==> src/rtl/ps2_pkg.sv <==
// Shared PS/2 definitions: transmitter states, frame constants, parity helper
// and common keyboard command bytes.
package ps2_pkg;

    typedef enum logic [2:0] {
        IDLE,
        RTS,
        START,
        DATA,
        STOP,
        WAIT_IDLE
    } ps2_tx_state_t;

    localparam int DATA_BITS = 8;

    localparam logic [7:0] CMD_SET_LEDS = 8'hED;
    localparam logic [7:0] CMD_RESET    = 8'hFF;
    localparam logic [7:0] CMD_ECHO     = 8'hEE;

    // PS/2 uses odd parity: the parity bit makes the total count of ones odd.
    function automatic logic odd_parity(input logic [7:0] d);
        return ~^d;
    endfunction

endpackage

==> src/rtl/ps2_line_filter.sv <==
// PS/2 pad conditioning: 2-flop synchronizer, FILTER_LEN-sample glitch filter
// and a one-cycle fall tick on the filtered level. Shared with the receive path.
module ps2_line_filter #(
    parameter int FILTER_LEN = 8
) (
    input  logic i_clk,
    input  logic i_reset,
    input  logic i_pad,
    output logic o_level,
    output logic o_fall_tick
);

    logic [1:0]            r_sync;
    logic [FILTER_LEN-1:0] r_shift;
    logic                  r_level;
    logic                  r_fall;
    logic                  w_all1;
    logic                  w_all0;

    assign w_all1 = &r_shift;
    assign w_all0 = ~|r_shift;

    always_ff @(posedge i_clk) begin
        if (i_reset) begin
            r_sync  <= '1;
            r_shift <= '1;
            r_level <= 1'b1;
            r_fall  <= 1'b0;
        end else begin
            r_sync  <= {r_sync[0], i_pad};
            r_shift <= {r_shift[FILTER_LEN-2:0], r_sync[1]};
            if (w_all1) begin
                r_level <= 1'b1;
            end else if (w_all0) begin
                r_level <= 1'b0;
            end
            // Tick coincides with the cycle the filtered level first reads 0.
            r_fall  <= r_level & w_all0;
        end
    end

    assign o_level     = r_level;
    assign o_fall_tick = r_fall;

endmodule

==> src/rtl/ps2_host_tx.sv <==
// Host-to-device PS/2 command transmitter driving open-drain clock/data through
// output enables, with device-clock watchdog and ACK/NACK status.
//   state     | meaning
//   IDLE      | lines released, waiting for wr_ps2
//   RTS       | host holds clock low for INHIBIT_CYCLES
//   START     | data held low (start bit), waiting for first device fall
//   DATA      | presenting data bits then parity, one per device fall
//   STOP      | data released (stop bit), ACK sampled on fall 11
//   WAIT_IDLE | waiting for device to release both lines
module ps2_host_tx
    import ps2_pkg::*;
#(
    parameter int INHIBIT_CYCLES = 10000,
    parameter int TIMEOUT_CYCLES = 2000000,
    parameter int FILTER_LEN     = 8
) (
    input  logic       i_clk,
    input  logic       i_reset,
    input  logic       i_wr_ps2,
    input  logic [7:0] i_din,
    input  logic       i_ps2c_in,
    input  logic       i_ps2d_in,
    output logic       o_ps2c_oe,
    output logic       o_ps2d_oe,
    output logic       o_tx_idle,
    output logic       o_tx_done_tick,
    output logic       o_tx_err
);

    localparam int CNT_MAX = (INHIBIT_CYCLES > TIMEOUT_CYCLES) ? INHIBIT_CYCLES : TIMEOUT_CYCLES;
    localparam int CNT_W   = $clog2(CNT_MAX + 1);

    ps2_tx_state_t   r_state;
    logic [8:0]      r_sreg;
    logic [3:0]      r_n;
    logic [CNT_W-1:0] r_cnt;
    logic            r_err;
    logic            r_done;
    logic            r_c_oe;
    logic            r_d_oe;

    ps2_tx_state_t   w_state_next;
    logic [8:0]      w_sreg_next;
    logic [3:0]      w_n_next;
    logic [CNT_W-1:0] w_cnt_next;
    logic            w_err_next;
    logic            w_done_next;
    logic            w_c_oe_next;
    logic            w_d_oe_next;

    logic            w_c_level;
    logic            w_d_level;
    logic            w_fall;
    logic            w_d_fall_unused;
    logic            w_active;
    logic            w_timeout;

    ps2_line_filter #(.FILTER_LEN(FILTER_LEN)) u_clk_filter (
        .i_clk       (i_clk),
        .i_reset     (i_reset),
        .i_pad       (i_ps2c_in),
        .o_level     (w_c_level),
        .o_fall_tick (w_fall)
    );

    ps2_line_filter #(.FILTER_LEN(FILTER_LEN)) u_dat_filter (
        .i_clk       (i_clk),
        .i_reset     (i_reset),
        .i_pad       (i_ps2d_in),
        .o_level     (w_d_level),
        .o_fall_tick (w_d_fall_unused)
    );

    assign w_active  = (r_state == START) || (r_state == DATA) ||
                       (r_state == STOP)  || (r_state == WAIT_IDLE);
    assign w_timeout = (r_cnt == CNT_W'(TIMEOUT_CYCLES - 1));

    always_comb begin
        w_state_next = r_state;
        w_sreg_next  = r_sreg;
        w_n_next     = r_n;
        w_cnt_next   = r_cnt;
        w_err_next   = r_err;
        w_done_next  = 1'b0;

        // Watchdog first; state-specific progress below overrides it, so a
        // fall tick coinciding with the timeout keeps the frame alive.
        if (w_active) begin
            if (w_fall) begin
                w_cnt_next = '0;
            end else if (w_timeout) begin
                w_state_next = IDLE;
                w_err_next   = 1'b1;
                w_done_next  = 1'b1;
            end else begin
                w_cnt_next = r_cnt + CNT_W'(1);
            end
        end

        case (r_state)
            IDLE: begin
                if (i_wr_ps2) begin
                    w_sreg_next  = {odd_parity(i_din), i_din};
                    w_n_next     = '0;
                    w_cnt_next   = '0;
                    w_err_next   = 1'b0;
                    w_state_next = RTS;
                end
            end
            RTS: begin
                if (r_cnt == CNT_W'(INHIBIT_CYCLES - 1)) begin
                    w_cnt_next   = '0;
                    w_state_next = START;
                end else begin
                    w_cnt_next = r_cnt + CNT_W'(1);
                end
            end
            START: begin
                if (w_fall) begin
                    w_n_next     = '0;
                    w_state_next = DATA;
                end
            end
            DATA: begin
                if (w_fall) begin
                    if (r_n == 4'(DATA_BITS)) begin
                        w_state_next = STOP;
                    end else begin
                        w_sreg_next = {1'b0, r_sreg[8:1]};
                        w_n_next    = r_n + 4'd1;
                    end
                end
            end
            STOP: begin
                if (w_fall) begin
                    w_err_next   = w_d_level;
                    w_state_next = WAIT_IDLE;
                end
            end
            WAIT_IDLE: begin
                if (w_c_level && w_d_level) begin
                    w_err_next   = r_err;
                    w_done_next  = 1'b1;
                    w_state_next = IDLE;
                end
            end
            default: begin
                w_state_next = IDLE;
            end
        endcase

        // Pad enables are registered from the next state so the pins never glitch.
        w_c_oe_next = (w_state_next == RTS);
        w_d_oe_next = (w_state_next == START) ||
                      ((w_state_next == DATA) && !w_sreg_next[0]);
    end

    always_ff @(posedge i_clk) begin
        if (i_reset) begin
            r_state <= IDLE;
            r_sreg  <= '0;
            r_n     <= '0;
            r_cnt   <= '0;
            r_err   <= 1'b0;
            r_done  <= 1'b0;
            r_c_oe  <= 1'b0;
            r_d_oe  <= 1'b0;
        end else begin
            r_state <= w_state_next;
            r_sreg  <= w_sreg_next;
            r_n     <= w_n_next;
            r_cnt   <= w_cnt_next;
            r_err   <= w_err_next;
            r_done  <= w_done_next;
            r_c_oe  <= w_c_oe_next;
            r_d_oe  <= w_d_oe_next;
        end
    end

    assign o_ps2c_oe      = r_c_oe;
    assign o_ps2d_oe      = r_d_oe;
    assign o_tx_idle      = (r_state == IDLE);
    assign o_tx_done_tick = r_done;
    assign o_tx_err       = r_err;

endmodule

==> config.mk <==
export PLATFORM = sky130hd
export DESIGN_NAME = ps2_host_tx
export DESIGN_NICKNAME = d
export VERILOG_FILES = /design/src/rtl/ps2_pkg.sv /design/src/rtl/ps2_line_filter.sv /design/src/rtl/ps2_host_tx.sv
export SDC_FILE = /design/constraint.sdc
export NUM_CORES = 1
export LEC_CHECK = 0
export ABC_CLOCK_PERIOD_IN_PS = 4200
export BUFFER_PORTS_ARGS = -buffer_cell sky130_fd_sc_hd__buf_2
export CAP_MARGIN = 0
export CORE_ASPECT_RATIO = 0.9
export CORE_UTILIZATION = 40
export DETAILED_ROUTE_END_ITERATION = 8
export MAX_ROUTING_LAYER = met4
export PLACE_DENSITY_LB_ADDON = 0.1
export SLEW_MARGIN = 5
export SYNTH_ARGS = -nofsm -noshare
export SYNTH_HDL_FRONTEND = slang
export SYNTH_HIERARCHICAL = 1
export SYNTH_SLANG_ARGS = --single-unit
==> constraint.sdc <==
create_clock -name i_clk -period 4.2 [get_ports i_clk]
set_input_delay 0.42 -clock i_clk [delete_from_list [all_inputs] [get_ports i_clk]]
set_output_delay 0.42 -clock i_clk [all_outputs]
set_load 0.005 [all_outputs]
Word level (Yosys, flattened, before mapping)
Index checks and enable logic that the tools add are counted.
{"block": "totals", "latchBits": 0, "regBits": 64, "mem_bits_ro": 0, "mem_count": 0, "wordCells": 93, "ram_bits": 0}
{"block": "classes", "bitwise": 1, "n_mul": 0, "n_reduce_logical": 20, "n_eq_ne": 16, "div_mod_pow": 0, "n_addsub": 2, "n_lt_le_gt_ge": 0, "shift": 0, "mux": 38}
{"op": "$mux 21", "n": 5}
{"op": "$pmux 21 s2", "n": 1}
{"op": "$mux 3", "n": 10}
{"op": "$mux 9", "n": 3}
{"op": "$add 21x1->21 const B", "n": 1}
{"op": "$eq 21x14->1 const B", "n": 1}
{"op": "$eq 21x21->1 const B", "n": 1}
{"op": "$pmux 3 s6", "n": 1}
{"op": "$pmux 9 s2", "n": 1}
{"op": "$mux 4", "n": 4}
{"op": "$reduce_and 8->1", "n": 2}
{"op": "$reduce_or 8->1", "n": 2}
{"op": "$eq 3x2->1 const B", "n": 4}
{"op": "$pmux 4 s3", "n": 1}
{"op": "$mux 1", "n": 11}
{"op": "$reduce_xnor 8->1", "n": 1}
{"op": "$eq 3x1->1 const B", "n": 2}
{"op": "$eq 3x3->1 const B", "n": 2}
{"op": "$ne 2x2->1 const B", "n": 3}
{"op": "$reduce_and 5->1", "n": 1}
{"op": "$add 4x1->4 const B", "n": 1}
{"op": "$eq 4x4->1 const B", "n": 1}
{"op": "$logic_or 1x1->1", "n": 4}
{"op": "$ne 2x1->1 const B", "n": 2}
{"op": "9 further kinds", "n": 12}

Depth between registers and ports, before layout
Gate-level depths: netlist of the first run.
{"block": "depth", "depth_word": 11, "ltp_mapped": 8, "mapped_depth_nobuf": 7}

Hierarchy
Netlist of the first run, hierarchy kept.
{"module": "ps2_host_tx", "seq_area_each_um2": 820.8, "cells_each": 294, "area_each_um2": 2452.4, "n_inst": 1}
{"module": "ps2_line_filter", "seq_area_each_um2": 240.2, "cells_each": 31, "area_each_um2": 367.9, "n_inst": 2}

Least setup slack after synthesis of the first run
No wires, ideal clock.
{"block": "synth_timing", "kind": "register to register", "start": "reg r_cnt[0]", "end": "reg r_cnt[20]", "arrival_time_ns": 1.965, "n_path_buf": 0, "path_slack_ns": 2.118, "setup_ns": 0.117, "path_stages_with_launch": 7, "path_cell_list": "dfxtp_1 -> ha_1 -> nand3_2 -> nor4_2 -> and3_1 -> o311ai_0 -> a32o_1"}
{"block": "synth_between", "elab_chain_cells": 6, "word_cells_on_any_way": 9}
{"element": "start, declared", "line_no": "ps2_host_tx.sv:36", "source": "logic [CNT_W-1:0] r_cnt;"}
{"element": "start signal, assigned", "line_no": "ps2_host_tx.sv:172", "source": "r_cnt <= w_cnt_next;"}
{"element": "$add 21x1->21 or $eq 21x21->1 (tied branches)", "line_no": "ps2_host_tx.sv:96, ps2_host_tx.sv:115, ps2_host_tx.sv:76"}
{"element": "$mux 21", "line_no": "ps2_host_tx.sv:91", "source": "end else if (w_timeout) begin"}
{"element": "$mux 21", "line_no": "ps2_host_tx.sv:89", "source": "if (w_fall) begin"}
{"element": "$mux 21", "line_no": "ps2_host_tx.sv:88", "source": "if (w_active) begin"}
{"element": "$mux 21", "line_no": "ps2_host_tx.sv:102", "source": "if (i_wr_ps2) begin"}
{"element": "$pmux 21 s2 (*)", "line_no": "ps2_host_tx.sv:100", "source": "case (r_state)"}
Mark *: on every way between the ends. The rest lies on a longest branch, timed or not.
A chain may end at the register's enable or synchronous reset.

Worst setup path in the final report of the first run
{"block": "layout_timing", "start": "reg r_cnt[0]", "end": "reg r_cnt[14]"}
The elaborated chain is that of the path after synthesis.

==> results of run 1 <==
==> through the flow <==
step                util (%)  instances
finish                  46.8        473
global route            46.8        473
CTS                     46.8        473
detailed placement      43.7        457
global placement        43.7        457
floorplan                  -        354
==> power by group <==
part,internal (mW),total [mW],switching (mW)
sequential,0.619,0.629,0.0101
combinational,0.0314,0.0805,0.0492
clock,0.353,0.610,0.257
total,1.00,1.32,0.316
==> layer usage <==
metal	share of wire (%)	up-vias	GRT usage [%]
li1	-	1367	-
met1	52	1300	28.7
met2	41	62	25.4
met3	5.7	5	5.61
met4	0.81	0	5.29
met5	0	-	-
==> cell type report <==
class	count	share of cell area (%)
inverter	23	2.43
multi-input combinational	254	48.6
timing repair buffer	20	3.03
clock buffer	10	3.88
sequential	64	36.1
tap	96	3.39
clock inverter	6	2.58
==> worst max path at each step <==
| stage | slack, ns | depth (start not counted) | endpoint |
|---|---|---|---|
| floorplan | 2.12 | 6 | r_cnt[20] |
| global placement | 1.68 | 6 | r_cnt[14] |
| detailed placement | 1.57 | 6 | r_cnt[14] |
| CTS | 1.55 | 6 | r_cnt[14] |
| global route | 1.31 | 6 | r_cnt[14] |
| finish | 1.53 | 6 | r_cnt[14] |
==> registers in the layout, summed over array words and instances (netlist names) <==
register,flops
o_ps2c_oe,1
o_ps2d_oe,1
o_tx_done_tick,1
o_tx_err,1
r_cnt,21
r_n,4
r_sreg,9
r_state,3
u_clk_filter/o_fall_tick,1
u_clk_filter/o_level,1
u_clk_filter/r_shift,8
u_clk_filter/r_sync,2
u_dat_filter/o_level,1
u_dat_filter/r_shift,8
u_dat_filter/r_sync,2
==> worst max-delay path: cells and delay by family (launching register included) <==
family	cells	cell delay, ns
compound gates	3	0.90
fa+ha+maj	1	0.22
flops	1	0.39
simple gates	2	1.02
==> impl_metrics.sql, run 1 <==
INSERT INTO impl_metrics (metric_group, metric, value, unit) VALUES
('run_status', 'run_status', 'finished, final reports clean', ''),
('finish', 'fin_area', '3550', 'sq um'),
('floorplan', 'fp.dieArea', '8260', 'sq um'),
('drt', 'viasPerCell', '5.78', ''),
('placed_design', 'placement.setup.worst_slack', '1.57', 'ns'),
('sta', 'timing_hold_violations_final', '0', ''),
('pwr', 'peakVddDrop', '0.167', 'mV'),
('grt', 'antenna_found_initial', '0', ''),
('sta', 'final_number_of_max_transition_violations', '0', ''),
('drt', 'wl_per_cell', '15.2', 'um'),
('critical_path', 'setup.worst_path.class', 'flip-flop to flip-flop', ''),
('clock_network', 'cts_sinks', '64', ''),
('drt', 'dr_total_vias', '2734', ''),
('drt', 'ant_nets', '0', ''),
('min_path', 'hold-path-endpoint', 'u_clk_filter/r_sync[0]', ''),
('critical_path', 'start_kind', 'flip-flop', ''),
('critical_path', 'cpMaxStageDelayCell', 'sky130_fd_sc_hd__nor4_2', ''),
('grt', 'overflow', '0', ''),
('finish', 'final_nets', '388', ''),
('drt', 'drt_first_pass_iters', '7', ''),
('run', 'maxCapViolCount', '0', ''),
('critical_path', 'worstPathMaxFanout', '10', ''),
('sta', 'worst_path_setup_slack_after_routing', '1.53', 'ns'),
('synth', 'syn_inst_count', '354', ''),
('sta', 'worst_hold_slack', '0.255', 'ns'),
('finish', 'layout.filler_cells', '731', ''),
('sta', 'timing.fmax', '374', 'MHz'),
('critical_path', 'setup.worst_path.start', 'r_cnt[0]', ''),
('drt', 'finalWirelength', '7180', 'um'),
('critical_path', 'timing.critical_path.cells', 'ha_1 > nand3_2 > nor4_2 > a21oi_1 > o2111ai_1 > a221oi_1', ''),
('critical_path', 'arr_time_crit_path', '2.88', 'ns'),
('floorplan', 'die_w', '95.7', 'um'),
('finish', 'sequential_cell_area', '1280', 'sq um'),
('drt', 'drt_iter0_drc', '181', ''),
('critical_path', 'timing.rr.start', 'r_cnt[0]', ''),
('sta', 'worst_clock_skew', '0.00702', 'ns'),
('clock_network', 'cts_root_buf', 'sky130_fd_sc_hd__clkbuf_8', ''),
('sta', 'setup_viol', '0', ''),
('clock_network', 'inserted_clock_buffers', '9', ''),
('finish', 'leading_cell_type_in_the_layout_fill_and_taps_excluded', 'sky130_fd_sc_hd__dfxtp_1', ''),
('clock_network', 'cts.path.max_buffers', '2', ''),
('clock_network', 'cts.htree.levels', '3', ''),
('finish', 'area_of_the_multi_input_gates', '1720', 'sq um'),
('sta', 'timing_worst_slew_pin_value', '1.03', 'ns'),
('pwr', 'p_total', '1.32', 'mW'),
('critical_path', 'cp_slowest_stage_delay', '0.81', 'ns'),
('synth', 'synth_nets', '370', ''),
('placed_design', 'gp_routability_congestion', '0.786', ''),
('grt', 'grt_pass1_vias', '2415', ''),
('clock_network', 'ctsHoldBuffers', '0', ''),
('synth', 'ys_warn_count', '6', ''),
('grt', 'grt_util_all_layers', '19.5', '%'),
('placed_design', 'placement.cell_area', '3320', 'sq um'),
('synth', 'mappedNetlistArea', '3160', 'sq um'),
('finish', 'commonest_cells_after_routing_fill_and_taps_aside', 'sky130_fd_sc_hd__dfxtp_1 (64), sky130_fd_sc_hd__nor2_1 (24), sky130_fd_sc_hd__inv_1 (23), sky130_fd_sc_hd__nand2_1 (22), sky130_fd_sc_hd__buf_2 (17)', ''),
('placed_design', 'port_buffers', '17', ''),
('finish', 'post_route_cells_drive_above_1_share', '18.6', '%'),
('critical_path', 'cp-end-kind', 'flip-flop', ''),
('floorplan', 'design.portCount', '18', ''),
('floorplan', 'floorplan.die.height', '86.3', 'um'),
('grt', 'first_pass_grt_wire_length', '12100', 'um'),
('min_path', 'timing.hold.worst.class', 'input port to flip-flop', ''),
('critical_path', 'regToRegEndpoint', 'r_cnt[14]', ''),
('sta', 'grt_setup_unrepaired', 'false', ''),
('critical_path', 'ff2ff_setup_slack', '1.53', 'ns'),
('synth', 'post_synthesis_mean_instance_area', '8.93', 'sq um'),
('grt', 'grt_start_max_net_pins', '47', ''),
('drt', 'drt_drc', '0', ''),
('clock_network', 'cts_tree', 'done', ''),
('floorplan', 'placeableCoreArea', '7580', 'sq um'),
('clock_network', 'cts_resized', '0', '');
Power figures use the tool's default switching activity.
==> run 2, diff against run 1 <==
- ABC_CLOCK_PERIOD_IN_PS: 4200 -> 2300
- clock period: 4.2 -> 2.3 ns (I/O delays scaled with it)
==> run 2 against run 1 <==
Net effect:
- register-to-register slack lost 1.4 ns
- maximum frequency rose by 23%
- wire length grew 7.2%
- power up 81%
- die area unchanged
- combinational power grew 110%
- highest routed layer unchanged
- core utilization rose by 2.9 points
- clock power grew 75%
- first-iteration DRC count up 3.3%
- clock skew fell by 0.0012 ns
- critical endpoint is now r_cnt[13]
==> impl_metrics.sql, run 2 (synthesis gave the netlist of run 1 again) <==
INSERT INTO impl_metrics (metric_group, metric, value, unit) VALUES
('run_status', 'run_status', 'finished, final reports clean', ''),
('floorplan', 'floorplan.die.height', '86.3', 'um'),
('critical_path', 'cpMaxStageDelayCell', 'sky130_fd_sc_hd__or4b_4', ''),
('drt', 'drt_first_pass_iters', '6', ''),
('sta', 'worst_clock_skew', '0.00577', 'ns'),
('finish', 'largest_register_ffs', '21', ''),
('floorplan', 'design.portCount', '18', ''),
('min_path', 'timing.hold.worst.class', 'input port to flip-flop', ''),
('finish', 'regMostFlops', 'r_cnt', ''),
('sta', 'finalSetupTns', '0', 'ns'),
('critical_path', 'arr_time_crit_path', '2.44', 'ns'),
('min_path', 'min_path_cells', '2', ''),
('pwr', 'peakVddDrop', '0.287', 'mV'),
('sta', 'setup_viol', '0', ''),
('run', 'maxCapViolCount', '0', ''),
('critical_path', 'worst_ep_required_time', '2.57', 'ns'),
('placed_design', 'hpwl', '5460', 'um'),
('critical_path', 'cp_top_family', 'simple AND/OR/NAND/NOR gates', ''),
('critical_path', 'cp-end-kind', 'flip-flop', ''),
('critical_path', 'setup.worst_path.class', 'flip-flop to flip-flop', ''),
('floorplan', 'die_w', '95.7', 'um'),
('drt', 'drt_iter0_drc', '187', ''),
('clock_network', 'cts.path.max_buffers', '2', ''),
('sta', 'timing.fmax', '461', 'MHz'),
('pwr', 'p_total', '2.38', 'mW'),
('finish', 'post_route_cells_drive_above_1_share', '25.1', '%'),
('sta', 'min_period_over_period', '94.3', '%'),
('placed_design', 'placement.setup.worst_slack', '0.106', 'ns'),
('sta', 'timing_hold_violations_final', '0', ''),
('drt', 'dr_total_vias', '2832', ''),
('drt', 'wl_per_cell', '15.5', 'um'),
('pwr', 'leakage', '1.38', 'nW'),
('sta', 'grt_setup_unrepaired', 'false', ''),
('drt', 'ant_nets', '0', ''),
('sta', 'worst_path_setup_slack_after_routing', '0.132', 'ns'),
('critical_path', 'regToRegEndpoint', 'r_cnt[13]', ''),
('grt', 'grt_util_all_layers', '20.3', '%'),
('finish', 'largest_registers', 'r_cnt (21), r_sreg (9)', ''),
('clock_network', 'ctsHoldBuffers', '0', ''),
('floorplan', 'placeableCoreArea', '7580', 'sq um'),
('clock_network', 'postCtsSetupRepairBufs', '0', ''),
('finish', 'flow.area_growth_from_synthesis', '19.0', '%'),
('sta', 'max-slew-margin-rel', '55.6', '%'),
('placed_design', 'gp_routability_congestion', '0.874', ''),
('sta', 'final_number_of_max_transition_violations', '0', ''),
('critical_path', 'start_kind', 'flip-flop', ''),
('placed_design', 'port_buffers', '17', ''),
('finish', 'commonest_cells_after_routing_fill_and_taps_aside', 'sky130_fd_sc_hd__dfxtp_1 (64), sky130_fd_sc_hd__buf_4 (28), sky130_fd_sc_hd__nor2_1 (24), sky130_fd_sc_hd__inv_1 (23), sky130_fd_sc_hd__nand2_1 (22)', ''),
('critical_path', 'ff2ff_setup_slack', '0.13', 'ns'),
('clock_network', 'cts.htree.levels', '3', ''),
('sta', 'timing.final.crit_period', '2.17', 'ns'),
('clock_network', 'clk_transition_reported_paths', '0.07', 'ns'),
('placed_design', 'placement.cell_area', '3500', 'sq um'),
('pwr', 'power_per_cell_area', '634', 'nW/um^2'),
('clock_network', 'cts_tree', 'done', ''),
('finish', 'fin_area', '3760', 'sq um'),
('floorplan', 'fp.dieArea', '8260', 'sq um'),
('finish', 'final_nets', '413', ''),
('clock_network', 'clk_latency', '0.35', 'ns'),
('grt', 'overflow', '0', ''),
('grt', 'antenna_found_initial', '0', ''),
('min_path', 'hold-path-endpoint', 'u_dat_filter/r_sync[0]', ''),
('critical_path', 'worstPathMaxFanout', '7', ''),
('clock_network', 'cts_sinks', '64', ''),
('min_path', 'min_from', 'i_ps2d_in', ''),
('finish', 'final_antenna_diode_count', '0', ''),
('grt', 'grt_start_max_net_pins', '33', ''),
('critical_path', 'timing.rr.start', 'r_cnt[11]', ''),
('clock_network', 'cts_resized', '0', ''),
('drt', 'finalWirelength', '7700', 'um'),
('critical_path', 'depth_of_the_most_critical_reg_to_reg_path', '6', ''),
('clock_network', 'cts_root_buf', 'sky130_fd_sc_hd__clkbuf_8', ''),
('critical_path', 'cp_slowest_stage_delay', '0.57', 'ns'),
('floorplan', 'rows', '30', ''),
('critical_path', 'timing.critical_path.cells', 'or4b_4 > nor4_4 > buf_4 > a21o_4 > nand3_1 > o221ai_1', ''),
('grt', 'grt_pass1_vias', '2536', ''),
('finish', 'leading_cell_type_in_the_layout_fill_and_taps_excluded', 'sky130_fd_sc_hd__dfxtp_1', ''),
('sta', 'timing_worst_slew_pin_value', '0.664', 'ns'),
('critical_path', 'critPathBufInv', '1', ''),
('clock_network', 'inserted_clock_buffers', '9', ''),
('finish', 'utilization', '49.6', '%'),
('floorplan', 'starting_density_of_the_core', '41.7', '%'),
('drt', 'drt_drc', '0', ''),
('drt', 'viasPerCell', '5.69', ''),
('grt', 'first_pass_grt_wire_length', '12400', 'um');
-- run 2: report_power, final --
part	switching (mW)	total (mW)	internal [mW]	leakage (nW)
registers	0.0120	1.14	1.13	0.520
clock network	0.463	1.07	0.611	0.113
logic	0.101	0.168	0.0665	0.743
-- run 2: area by class of cell --
type                            instances  area, sq um
Sequential cell                        64         1280
Fill cell                             717         3820
Timing Repair Buffer                   45          295
Tap cell                               96          120
Inverter                               23         86.3
Clock inverter                          7         96.3
Multi-Input combinational cell        254         1760
Clock buffer                            9          124
-- run 2: layer usage --
| layer | share of wire (%) | wire, um | track usage (%) | vias up |
|---|---|---|---|---|
| met5 | 0 | 0 | - | - |
| met2 | 41 | 3170 | 27.9 | 77 |
| met3 | 5.4 | 418 | 6.05 | 9 |
| li1 | - | - | - | 1414 |
| met4 | 1.1 | 88 | 5.29 | 0 |
| met1 | 52 | 4020 | 28.7 | 1332 |
-- run 2: worst max-delay path by stage --
stage | from | endpoint | slack [ns] | cells past startpoint
after floorplan | r_cnt[0] | r_cnt[20] | 0.22 | 6
after global placement | r_state[1] | o_ps2d_oe | 0.14 | 6
after detailed placement | r_cnt[0] | r_cnt[17] | 0.11 | 7
after CTS | r_cnt[0] | r_cnt[17] | 0.07 | 7
after global routing | r_cnt[7] | r_cnt[11] | 0.003 | 6
final | r_cnt[11] | r_cnt[13] | 0.13 | 6
-- run 2: stage by stage --
step	hold slack, ns	cells
CTS	0.0467	498
floorplan	0.327	354
finish	0.0612	498
detailed placement	0.394	482
global route	0.0549	498
global placement	0.385	482
==> run 3, diff against run 2 <==
- CORE_MARGIN: unset -> 10
==> run 3 against run 2 <==
Net effect:
- hold slack improved by 0.0018 ns
- die area rose by 44%
- sequential power barely moved
- first-iteration DRC count rose by 16%
- sequential share of layout area rose by 0.40 points
- cell count fell by 1.2%
- sequential cell count did not move
- critical path depth did not move
- clock skew rose by 0.0025 ns
- via count fell by 1.9%
- critical path type unchanged
==> impl_metrics.sql, run 3 (synthesis gave the netlist of run 1 again) <==
INSERT INTO impl_metrics (metric_group, metric, value, unit) VALUES
('floorplan', 'starting_density_of_the_core', '41.5', '%'),
('clock_network', 'clk_transition_reported_paths', '0.08', 'ns'),
('placed_design', 'port_buffers', '17', ''),
('critical_path', 'start_kind', 'flip-flop', ''),
('placed_design', 'gp_routability_congestion', '0.850', ''),
('sta', 'max-slew-margin-rel', '31.3', '%'),
('finish', 'largest_register_ffs', '21', ''),
('clock_network', 'cts.path.max_buffers', '2', ''),
('sta', 'grt_setup_unrepaired', 'false', ''),
('critical_path', 'worst_ep_required_time', '2.55', 'ns'),
('clock_network', 'cts_tree', 'done', ''),
('finish', 'fin_area', '3720', 'sq um'),
('floorplan', 'rows', '30', ''),
('clock_network', 'postCtsSetupRepairBufs', '0', ''),
('drt', 'drt_drc', '0', ''),
('finish', 'final_nets', '407', ''),
('clock_network', 'cts_root_buf', 'sky130_fd_sc_hd__clkbuf_8', ''),
('sta', 'final_number_of_max_transition_violations', '0', ''),
('clock_network', 'clk_latency', '0.34', 'ns'),
('critical_path', 'timing.critical_path.cells', 'or4b_4 > nor4_4 > buf_4 > a21o_4 > nand2_4 > a221oi_1', ''),
('finish', 'final_antenna_diode_count', '0', ''),
('run', 'maxCapViolCount', '0', ''),
('grt', 'antenna_found_initial', '0', ''),
('sta', 'timing_hold_violations_final', '0', ''),
('drt', 'finalWirelength', '7700', 'um'),
('grt', 'overflow', '0', ''),
('finish', 'layout.filler_cells', '740', ''),
('drt', 'wl_per_cell', '15.6', 'um'),
('run_status', 'run_status', 'finished, final reports clean', ''),
('finish', 'flow.area_growth_from_synthesis', '17.7', '%'),
('drt', 'ant_nets', '0', ''),
('sta', 'worst_clock_skew', '0.00825', 'ns'),
('grt', 'first_pass_grt_wire_length', '12500', 'um'),
('placed_design', 'hpwl', '5520', 'um'),
('floorplan', 'floorplan.die.height', '104', 'um'),
('placed_design', 'placement.setup.worst_slack', '0.103', 'ns'),
('critical_path', 'cpMaxStageDelayCell', 'sky130_fd_sc_hd__or4b_4', ''),
('pwr', 'peakVddDrop', '0.408', 'mV'),
('pwr', 'leakage', '1.33', 'nW'),
('sta', 'timing_worst_slew_pin_value', '1.02', 'ns'),
('finish', 'regMostFlops', 'r_cnt', ''),
('drt', 'drt_first_pass_iters', '6', ''),
('finish', 'commonest_cells_after_routing_fill_and_taps_aside', 'sky130_fd_sc_hd__dfxtp_1 (64), sky130_fd_sc_hd__nor2_1 (24), sky130_fd_sc_hd__inv_1 (23), sky130_fd_sc_hd__nand2_1 (22), sky130_fd_sc_hd__buf_4 (22)', ''),
('critical_path', 'arr_time_crit_path', '2.42', 'ns'),
('finish', 'leading_cell_type_in_the_layout_fill_and_taps_excluded', 'sky130_fd_sc_hd__dfxtp_1', ''),
('finish', 'largest_registers', 'r_cnt (21), r_sreg (9)', ''),
('critical_path', 'worstPathMaxFanout', '10', ''),
('sta', 'setup_viol', '0', ''),
('floorplan', 'design.portCount', '18', ''),
('sta', 'worst_path_setup_slack_after_routing', '0.128', 'ns'),
('pwr', 'power_per_cell_area', '650', 'nW/um^2'),
('sta', 'timing.final.crit_period', '2.17', 'ns'),
('finish', 'post_route_cells_drive_above_1_share', '24.0', '%'),
('drt', 'viasPerCell', '5.65', ''),
('critical_path', 'cp-end-kind', 'flip-flop', ''),
('clock_network', 'cts_sinks', '64', ''),
('drt', 'drt_iter0_drc', '217', ''),
('grt', 'grt_pass1_vias', '2463', ''),
('critical_path', 'setup.worst_path.class', 'flip-flop to flip-flop', ''),
('min_path', 'timing.hold.worst.class', 'input port to flip-flop', ''),
('sta', 'min_period_over_period', '94.4', '%'),
('clock_network', 'inserted_clock_buffers', '9', ''),
('floorplan', 'placeableCoreArea', '7620', 'sq um'),
('drt', 'dr_total_vias', '2779', ''),
('sta', 'finalSetupTns', '0', 'ns'),
('grt', 'grt_util_all_layers', '13.1', '%'),
('sta', 'timing.fmax', '460', 'MHz'),
('placed_design', 'placement.cell_area', '3460', 'sq um'),
('critical_path', 'cp_slowest_stage_delay', '0.59', 'ns'),
('grt', 'grt_start_max_net_pins', '32', ''),
('floorplan', 'die_w', '114', 'um'),
('floorplan', 'fp.dieArea', '11900', 'sq um'),
('clock_network', 'cts.htree.levels', '3', '');
run 3: cell count changes in the layout (fill, tap and decap cells not counted), sizes merged:
cell    previous run  this run
buf               45        39
clkbuf             9        10
clkinv             5         3
inv               23        24
run 3: power by group:
group | leakage (nW) | switching, mW | internal, mW | total [mW]
Sequential | 0.520 | 0.0119 | 1.13 | 1.14
Combinational | 0.696 | 0.101 | 0.0658 | 0.167
Clock | 0.117 | 0.465 | 0.645 | 1.11
run 3: worst max-delay path: cells and delay by family, from the launching register on:
family	cells	cell delay (ns)
AO/OA/AOI/OAI	2	0.47
AND/OR/NAND/NOR	3	1.03
buffers and inverters	1	0.21
flip-flops	1	0.36
run 3: final timing paths:
check,startpoint,endpoint,slack [ns],cells past startpoint
setup / recovery,r_cnt[7],r_cnt[3],0.13,6
hold / removal,i_ps2c_in,u_clk_filter/r_sync[0],0.06,2
setup reg to reg,r_cnt[7],r_cnt[3],0.13,6
hold reg to reg,u_clk_filter/r_sync[1],u_clk_filter/r_shift[0],0.41,1
run 3: final cells by class:
type	instances	area, sq um	area share (%)
clock buffers	10	138	3.70
clock inverters	6	91.3	2.46
inverters	23	86.3	2.32
multi-input cells	254	1750	47.1
flip-flops and latches	64	1280	34.5
well taps	96	120	3.23
repair buffers	39	250	6.73
run 3: through the flow:
step | cells | util [%] | total power, mW | hold WS (ns)
2_1_floorplan | 354 | - | 1.28 | 0.327
3_3_place_gp | 476 | 45.4 | 1.33 | 0.385
3_5_place_dp | 476 | 45.4 | 1.33 | 0.392
4_1_cts | 492 | 48.4 | 2.44 | 0.0417
5_1_grt | 492 | 48.8 | 2.52 | 0.0447
6_report | 492 | 48.8 | 2.42 | 0.0631
run 3: metal layers:
metal  part of all wire [%]  GRT usage [%]  routed length (um)  vias up
li1                       -              -                   -     1410
met1                     54           18.2                4140     1322
met2                     42           17.0                3240       39
met3                    3.2           3.29                 245        8
met4                   0.99           5.71                  76        0
met5                      0              -                   0        -
run 3: what timing repair did:
item / in CTS / in global routing
hold endpoints to repair: 0 / 0
setup endpoints to repair: 0 / 4
hold buffers: 0 / 0
resized for setup: 0 / 6
